`config.mk`:
```
export PLATFORM = sky130hd
export DESIGN_NAME = imem_fetch_ctrl
export DESIGN_NICKNAME = d
export VERILOG_FILES = /design/src/rtl/imem_fetch_ctrl_pkg.sv /design/src/rtl/imem_fetch_ctrl_pc_next.sv /design/src/rtl/imem_fetch_ctrl.sv
export SDC_FILE = /design/constraint.sdc
export NUM_CORES = 1
export LEC_CHECK = 0
export ABC_AREA = 1
export CAP_MARGIN = 15
export CORE_MARGIN = 2
export CORE_UTILIZATION = 40
export DETAILED_ROUTE_END_ITERATION = 16
export PLACE_DENSITY = 0.88
export SLEW_MARGIN = 30
export SYNTH_ARGS = -nofsm -noshare
export SYNTH_HDL_FRONTEND = slang
export SYNTH_SLANG_ARGS = --single-unit
export TNS_END_PERCENT = 1
```
`constraint.sdc`:
```
create_clock -name Clk -period 2.85 [get_ports Clk]
set_clock_uncertainty 0.05 [all_clocks]
set_input_delay 0.285 -clock Clk [delete_from_list [all_inputs] [get_ports Clk]]
set_output_delay 0.285 -clock Clk [all_outputs]
set_load 0.005 [all_outputs]
```
`src/rtl/imem_fetch_ctrl_pkg.sv`:
```
// Shared definitions for the instruction-fetch controller and instruction memory.
package imem_fetch_ctrl_pkg;

  localparam int unsigned DEPTH_DEF    = 32;
  localparam int unsigned IDX_W_DEF    = 5;
  localparam logic [31:0] RESET_PC_DEF = 32'h0000_0000;
  localparam logic [31:0] NOP          = 32'h0000_0000;

  typedef enum logic [1:0] {
    S_IDLE = 2'd0,
    S_LOAD = 2'd1,
    S_RUN  = 2'd2,
    S_HALT = 2'd3
  } state_t;

  // A fetch address is usable only when word aligned and inside the memory.
  function automatic logic pc_legal(input logic [31:0] pc, input int unsigned depth);
    return (pc[1:0] == 2'b00) && ({2'b00, pc[31:2]} < depth);
  endfunction

endpackage

```
`src/rtl/imem_fetch_ctrl_pc_next.sv`:
```
// Next-PC selection and legality check for the current fetch PC.
module imem_fetch_ctrl_pc_next
  import imem_fetch_ctrl_pkg::*;
#(
  parameter int unsigned DEPTH = DEPTH_DEF
) (
  input  logic [31:0] pc,
  input  logic        halt_req,
  input  logic        stall,
  input  logic        br_taken,
  input  logic [31:0] br_target,
  output logic        legal,
  output logic [31:0] pc_nxt
);

  // An illegal PC, a halt or a stall all freeze the PC so a faulting address stays visible.
  always_comb begin
    legal  = pc_legal(pc, DEPTH);
    pc_nxt = pc;
    if (legal && !halt_req && !stall)
      pc_nxt = br_taken ? br_target : pc + 32'd4;
  end

endmodule

```
`src/rtl/imem_fetch_ctrl.sv`:
```
// Instruction-memory sequencer: program loading, PC ownership and fetch gating.
module imem_fetch_ctrl
  import imem_fetch_ctrl_pkg::*;
#(
  parameter int unsigned DEPTH    = DEPTH_DEF,
  parameter int unsigned IDX_W    = IDX_W_DEF,
  parameter logic [31:0] RESET_PC = RESET_PC_DEF
) (
  input  logic        Clk,
  input  logic        Reset,
  input  logic        Load_Req,
  input  logic        Load_Valid,
  input  logic [31:0] Load_Data,
  input  logic        Load_Last,
  output logic        Load_Ready,
  output logic        Load_Done,
  input  logic        Start,
  input  logic        Halt_Req,
  input  logic        Stall,
  input  logic        Br_Taken,
  input  logic [31:0] Br_Target,
  output logic [31:0] Mem_Addr,
  output logic        Mem_WE,
  output logic [31:0] Mem_WData,
  input  logic [31:0] Mem_Inst,
  output logic [31:0] PC,
  output logic [31:0] Inst,
  output logic        Inst_Valid,
  output logic        Running,
  output logic        Fault,
  output logic [31:0] Inst_Count
);

  state_t           state_p0, state_nxt;
  logic [31:0]      pc_p0, cnt_p0, pc_adv;
  logic [IDX_W-1:0] ptr_p0;
  logic             fault_p0, done_p0;
  logic             legal, idle_or_halt, load_acc, load_end, run_ok;

  imem_fetch_ctrl_pc_next #(.DEPTH(DEPTH)) u_pc_next (
    .pc        (pc_p0),
    .halt_req  (Halt_Req),
    .stall     (Stall),
    .br_taken  (Br_Taken),
    .br_target (Br_Target),
    .legal     (legal),
    .pc_nxt    (pc_adv)
  );

  // Handshake qualifiers; a reset cycle never writes memory even mid-load.
  always_comb begin
    idle_or_halt = (state_p0 == S_IDLE) || (state_p0 == S_HALT);
    load_acc     = (state_p0 == S_LOAD) && Load_Valid && !Reset;
    load_end     = load_acc && (Load_Last || (ptr_p0 == IDX_W'(DEPTH - 1)));
    run_ok       = (state_p0 == S_RUN) && legal;
  end

  // Next-state logic; Load_Req has priority over Start when both arrive.
  always_comb begin
    state_nxt = state_p0;
    unique case (state_p0)
      S_IDLE, S_HALT: begin
        if (Load_Req)   state_nxt = S_LOAD;
        else if (Start) state_nxt = S_RUN;
      end
      S_LOAD: if (load_end) state_nxt = S_IDLE;
      S_RUN:  if (!legal || Halt_Req) state_nxt = S_HALT;
      default: state_nxt = S_IDLE;
    endcase
  end

  // Stage p0: state, PC, load pointer, issue counter and sticky fault.
  always_ff @(posedge Clk) begin
    if (Reset) begin
      state_p0 <= S_IDLE;
      pc_p0    <= RESET_PC;
      ptr_p0   <= '0;
      cnt_p0   <= '0;
      fault_p0 <= 1'b0;
      done_p0  <= 1'b0;
    end else begin
      state_p0 <= state_nxt;
      done_p0  <= load_end;
      if (idle_or_halt && Load_Req) begin
        ptr_p0   <= '0;
        fault_p0 <= 1'b0;
      end else if (idle_or_halt && Start) begin
        pc_p0    <= RESET_PC;
        cnt_p0   <= '0;
        fault_p0 <= 1'b0;
      end
      if (load_acc)
        ptr_p0 <= ptr_p0 + IDX_W'(1);
      if (state_p0 == S_RUN) begin
        pc_p0 <= pc_adv;
        if (!legal)
          fault_p0 <= 1'b1;
        else if (!Halt_Req && !Stall)
          cnt_p0 <= cnt_p0 + 32'd1;
      end
    end
  end

  // Memory port is owned by the loader in LOAD and by fetch otherwise.
  always_comb begin
    Load_Ready = (state_p0 == S_LOAD) && !Reset;
    Load_Done  = done_p0;
    Mem_WE     = load_acc;
    Mem_WData  = Load_Data;
    Mem_Addr   = (state_p0 == S_LOAD) ? {{(30 - IDX_W){1'b0}}, ptr_p0, 2'b00} : pc_p0;
    PC         = pc_p0;
    Inst       = run_ok ? Mem_Inst : NOP;
    Inst_Valid = run_ok;
    Running    = run_ok;
    Fault      = fault_p0;
    Inst_Count = cnt_p0;
  end

endmodule
```
==> metrics.txt <==
outcome=complete, no violations; worst reg2reg endpoint=PC[13]$_SDFFE_PP0P_; sum of overflow across all layers after global routing=0; diodes inserted=0; Slew headroom=39.47%; worst hold path type=input pin to register; Final Non-Filler Cells=around 1300; worst setup slack after layout=around 55 ps; start point of the worst hold path=Reset; register-to-register setup slack=240 ps; wire length of the first global-routing pass=28680 um; total power density per cell area=505.4 nW/um2; deepest level of the CTS H-tree=3; arrival time at the worst endpoint=2460 ps; vias per inst=4.951; hold path depth=4; transition time of the tightest slew-check pin=~900 ps; largest stage delay on the critical path=around 500 ps; overall via count from detail_route=6318; worst-case vdd ir drop=289.7 uV; # clock sinks=73; placement-stage worst setup slack=63.96 ps; sink of the worst hold path=ptr_p0[2]$_SDFFE_PP0P_; logic depth of the worst register-to-register path=11; Worst-Skew Late Latency=~340 ps; Cells after DPL=approximately 1300; share of final-layout standard cells stronger than drive strength 1=6.364%; P&R area growth vs syn=44.53%; synthesis-stage register bit count=73; crit path cell chain=nor2_1, nand2_1, nor2_1, nand2_1, nor2_4, inv_1, nor2_4, clkinvlp_4, buf_4, nor2_1, clkdlybuf4s50_1; overall die width=119.1 um; routability cong.=0.9272; critical path fanouts, max=7; required time of the critical path=2520 ps; post-CTS clock slew at the launch and capture registers of the worst setup and hold paths=about 60 ps; HPWL after DPL=approximately 13000 um; grt met2 use=a little over two fifths; Top FF cell, synth=sky130_fd_sc_hd__dfxtp_1; number of clock buffers inserted by TritonCTS=9; met3 GRT Util=5.316%; most area-consuming cells after synthesis=sky130_fd_sc_hd__dfxtp_1, sky130_fd_sc_hd__nand2_1, sky130_fd_sc_hd__nor2_1; instance count of the mapped netlist=925; clock buffer depth=2; cell mode on critical path=sky130_fd_sc_hd__nor2_1; maximum achievable frequency=around 0.36 GHz; met1 track demand over resource=about 31%; number of global-route vias before repair=5897; Avg Synthesized Cell Area=around 5.7 um2; Core ar.=roughly 13000 um2; per-cell routed wire length=approximately 14 um; initial antenna violation count=0; Post-layout nets=1206; critical-path cell with the highest stage delay=sky130_fd_sc_hd__clkdlybuf4s50_1; DRC violations left=0; area fraction of the dominant cell type after synthesis=27.56%; kind of start point of the critical path=register; library cell used as clock root buffer=sky130_fd_sc_hd__clkbuf_16; time the worst path needs with I/O delays and setup=2795 ps; family with the most delay on the worst path=buffers and inverters; final-report hold violation count=0; number of enable-type register cells in the synthesized netlist=0; cell taking the most area after synthesis=sky130_fd_sc_hd__dfxtp_1; FFs w/ async S/R, synth=0%; hold bufs inserted after CTS=0; pin count of the biggest net entering global routing=57; Pins Over Slew Limit=0; full die area=14190 um2; Buffers & Inverters on Critical Path=4; number of max-cap violations=0; Final Power=3873 uW; combined global-route utilization of all metal layers=24.91%; Starting DRT DRC Count=just over 500; number of failing setup endpoints in the final timing report=0; Leakage Power=0.003201 uW; crit path kind=register to primary output; netlist area before placement=5303 um2; # IOs=271; Total Routed Length=around 18000 um; Seq/Total Area, Yosys=27.56%; Yosys warnings=0; count of port buffers added during placement=206; Final ANT Viol Nets=0; endpoint kind of the worst setup timing path=primary output; number of iterations in the first detailed-routing pass=5; clock tree from TritonCTS=built; launch point of the worst reg-to-reg path=PC[21]$_SDFFE_PP0P_; syn_nets=1036; Most Used Layer, Global Route=met2; number of inserted filler cells in the final layout=1210; number of unique standard cell types used by synthesis=36; Cell Rows=42; die height=between 100 and 150 um; Final period util=98.06%; initial standard-cell utilization of the core=40.52%
## cell usage in the layout (no fill, tap or decap), types with 10 or more instances in the layout
| cell type | netlist | final |
|---|---|---|
| sky130_fd_sc_hd__buf_4 | 33 | 19 |
| sky130_fd_sc_hd__clkdlybuf4s50_1 | 0 | 194 |
| sky130_fd_sc_hd__dfxtp_1 | 73 | 64 |
| sky130_fd_sc_hd__a21oi_1 | 64 | 64 |
| sky130_fd_sc_hd__or2_2 | 10 | 10 |
| sky130_fd_sc_hd__nand4_1 | 12 | 12 |
| sky130_fd_sc_hd__dlymetal6s2s_1 | 0 | 11 |
| sky130_fd_sc_hd__nand2_1 | 238 | 238 |
| sky130_fd_sc_hd__nor2_1 | 159 | 155 |
| sky130_fd_sc_hd__o21ai_0 | 41 | 41 |
| sky130_fd_sc_hd__nand3_1 | 63 | 63 |
| sky130_fd_sc_hd__inv_1 | 131 | 129 |
| sky130_fd_sc_hd__nor3_1 | 26 | 26 |
## registers in the layout, summed over array words and instances (netlist names)
register / count
PC: 32
ptr_p0: 5
Inst_Count: 32
Load_Done: 1
Fault: 1
state_p0: 2
## how the worst max path moves through the flow
stage	startpoint	to	slack [ps]	cells after the start
detailed placement	PC[9]$_SDFFE_PP0P_	Inst[23]	60	10
CTS	PC[23]$_SDFFE_PP0P_	Inst[15]	20	11
global route	PC[24]$_SDFFE_PP0P_	Inst[18]	-30	11
floorplan	PC[8]$_SDFFE_PP0P_	Inst[10]	1090	10
global placement	PC[10]$_SDFFE_PP0P_	Inst[0]	160	10
finish	PC[21]$_SDFFE_PP0P_	Inst[27]	60	11
## layer usage
layer  part of all wire [%]  vias up  routed length, um
met5                      0        -                  0
met4                    2.9        0                528
met3                    8.1       47               1456
met2                     47      291               8552
met1                     42     2785               7492
li1                       -     3195                  -
## cells in the mapped netlist, types with 6 or more instances
cell type / number
sky130_fd_sc_hd__nand4_1: 12
sky130_fd_sc_hd__buf_4: 33
sky130_fd_sc_hd__buf_2: 12
sky130_fd_sc_hd__inv_1: 131
sky130_fd_sc_hd__nand3_1: 63
sky130_fd_sc_hd__clkbuf_1: 16
sky130_fd_sc_hd__or2_2: 10
sky130_fd_sc_hd__dfxtp_1: 73
sky130_fd_sc_hd__nor2_1: 159
sky130_fd_sc_hd__o21ai_0: 41
sky130_fd_sc_hd__a21oi_1: 64
sky130_fd_sc_hd__ha_1: 6
sky130_fd_sc_hd__nand2_1: 238
sky130_fd_sc_hd__nor3_1: 26
## what timing repair did
item	in CTS	in global routing
endpoints found under the setup margin	32	36
hold endpoints to repair	0	0
cloned	1	0
pin swaps	2	1
setup buffers	5	1
resized for setup	6	21
## power by group
group | internal, uW | total, uW | switching (uW)
combinational | 737 | 1650 | 913
sequential | 1080 | 1140 | 65.2
clock | 632 | 1080 | 448
total | 2450 | 3870 | 1430
## cells by family after synthesis
family                   after synthesis  synth area share (%)
adder cells (fa/ha/maj)                6                 1.416
AO/OA/AOI/OAI                        116                 11.56
flip-flops                            73                 27.56
XOR/XNOR                               4                0.6608
buffers and inverters                202                 17.23
AND/OR/NAND/NOR                      524                 41.58
## final cells by class
cell class                 count  area, um2  share of cell area (%)
sequential                    73       1473                   19.22
timing repair buffer         225       2227                   29.06
timing repair inverter         1      7.507                 0.09796
clock inverter                 5      30.03                  0.3918
clock buffer                  11      252.7                   3.298
tap                          176      220.2                   2.873
inverter                     135      510.5                   6.661
multi-input combinational    650       2943                   38.40
## metrics by stage
stage          hold WS, ps  setup TNS, ps  util (%)  cell area (um2)
3_5_place_dp         428.8              0     55.57             7271
4_1_cts              316.2              0     58.18             7612
5_1_grt              379.8         -81.99     58.57             7664
2_1_floorplan        384.1              0         -             5303
6_report             335.2              0     58.57             7664
3_3_place_gp         417.2              0     55.57             7271
## worst register-to-register path, stage by stage, from the launching register on
cell	delay, ps
sky130_fd_sc_hd__dfxtp_1	380
sky130_fd_sc_hd__nor2_1	120
sky130_fd_sc_hd__nand2_1	60
sky130_fd_sc_hd__nor2_1	110
sky130_fd_sc_hd__nand2_1	110
sky130_fd_sc_hd__nor2_4	130
sky130_fd_sc_hd__buf_4	130
sky130_fd_sc_hd__nand3_4	180
sky130_fd_sc_hd__nand2_2	120
sky130_fd_sc_hd__clkinv_1	700
sky130_fd_sc_hd__nand2_1	270
sky130_fd_sc_hd__a21oi_1	90
Note: power is estimated with default switching activity, not from simulation.
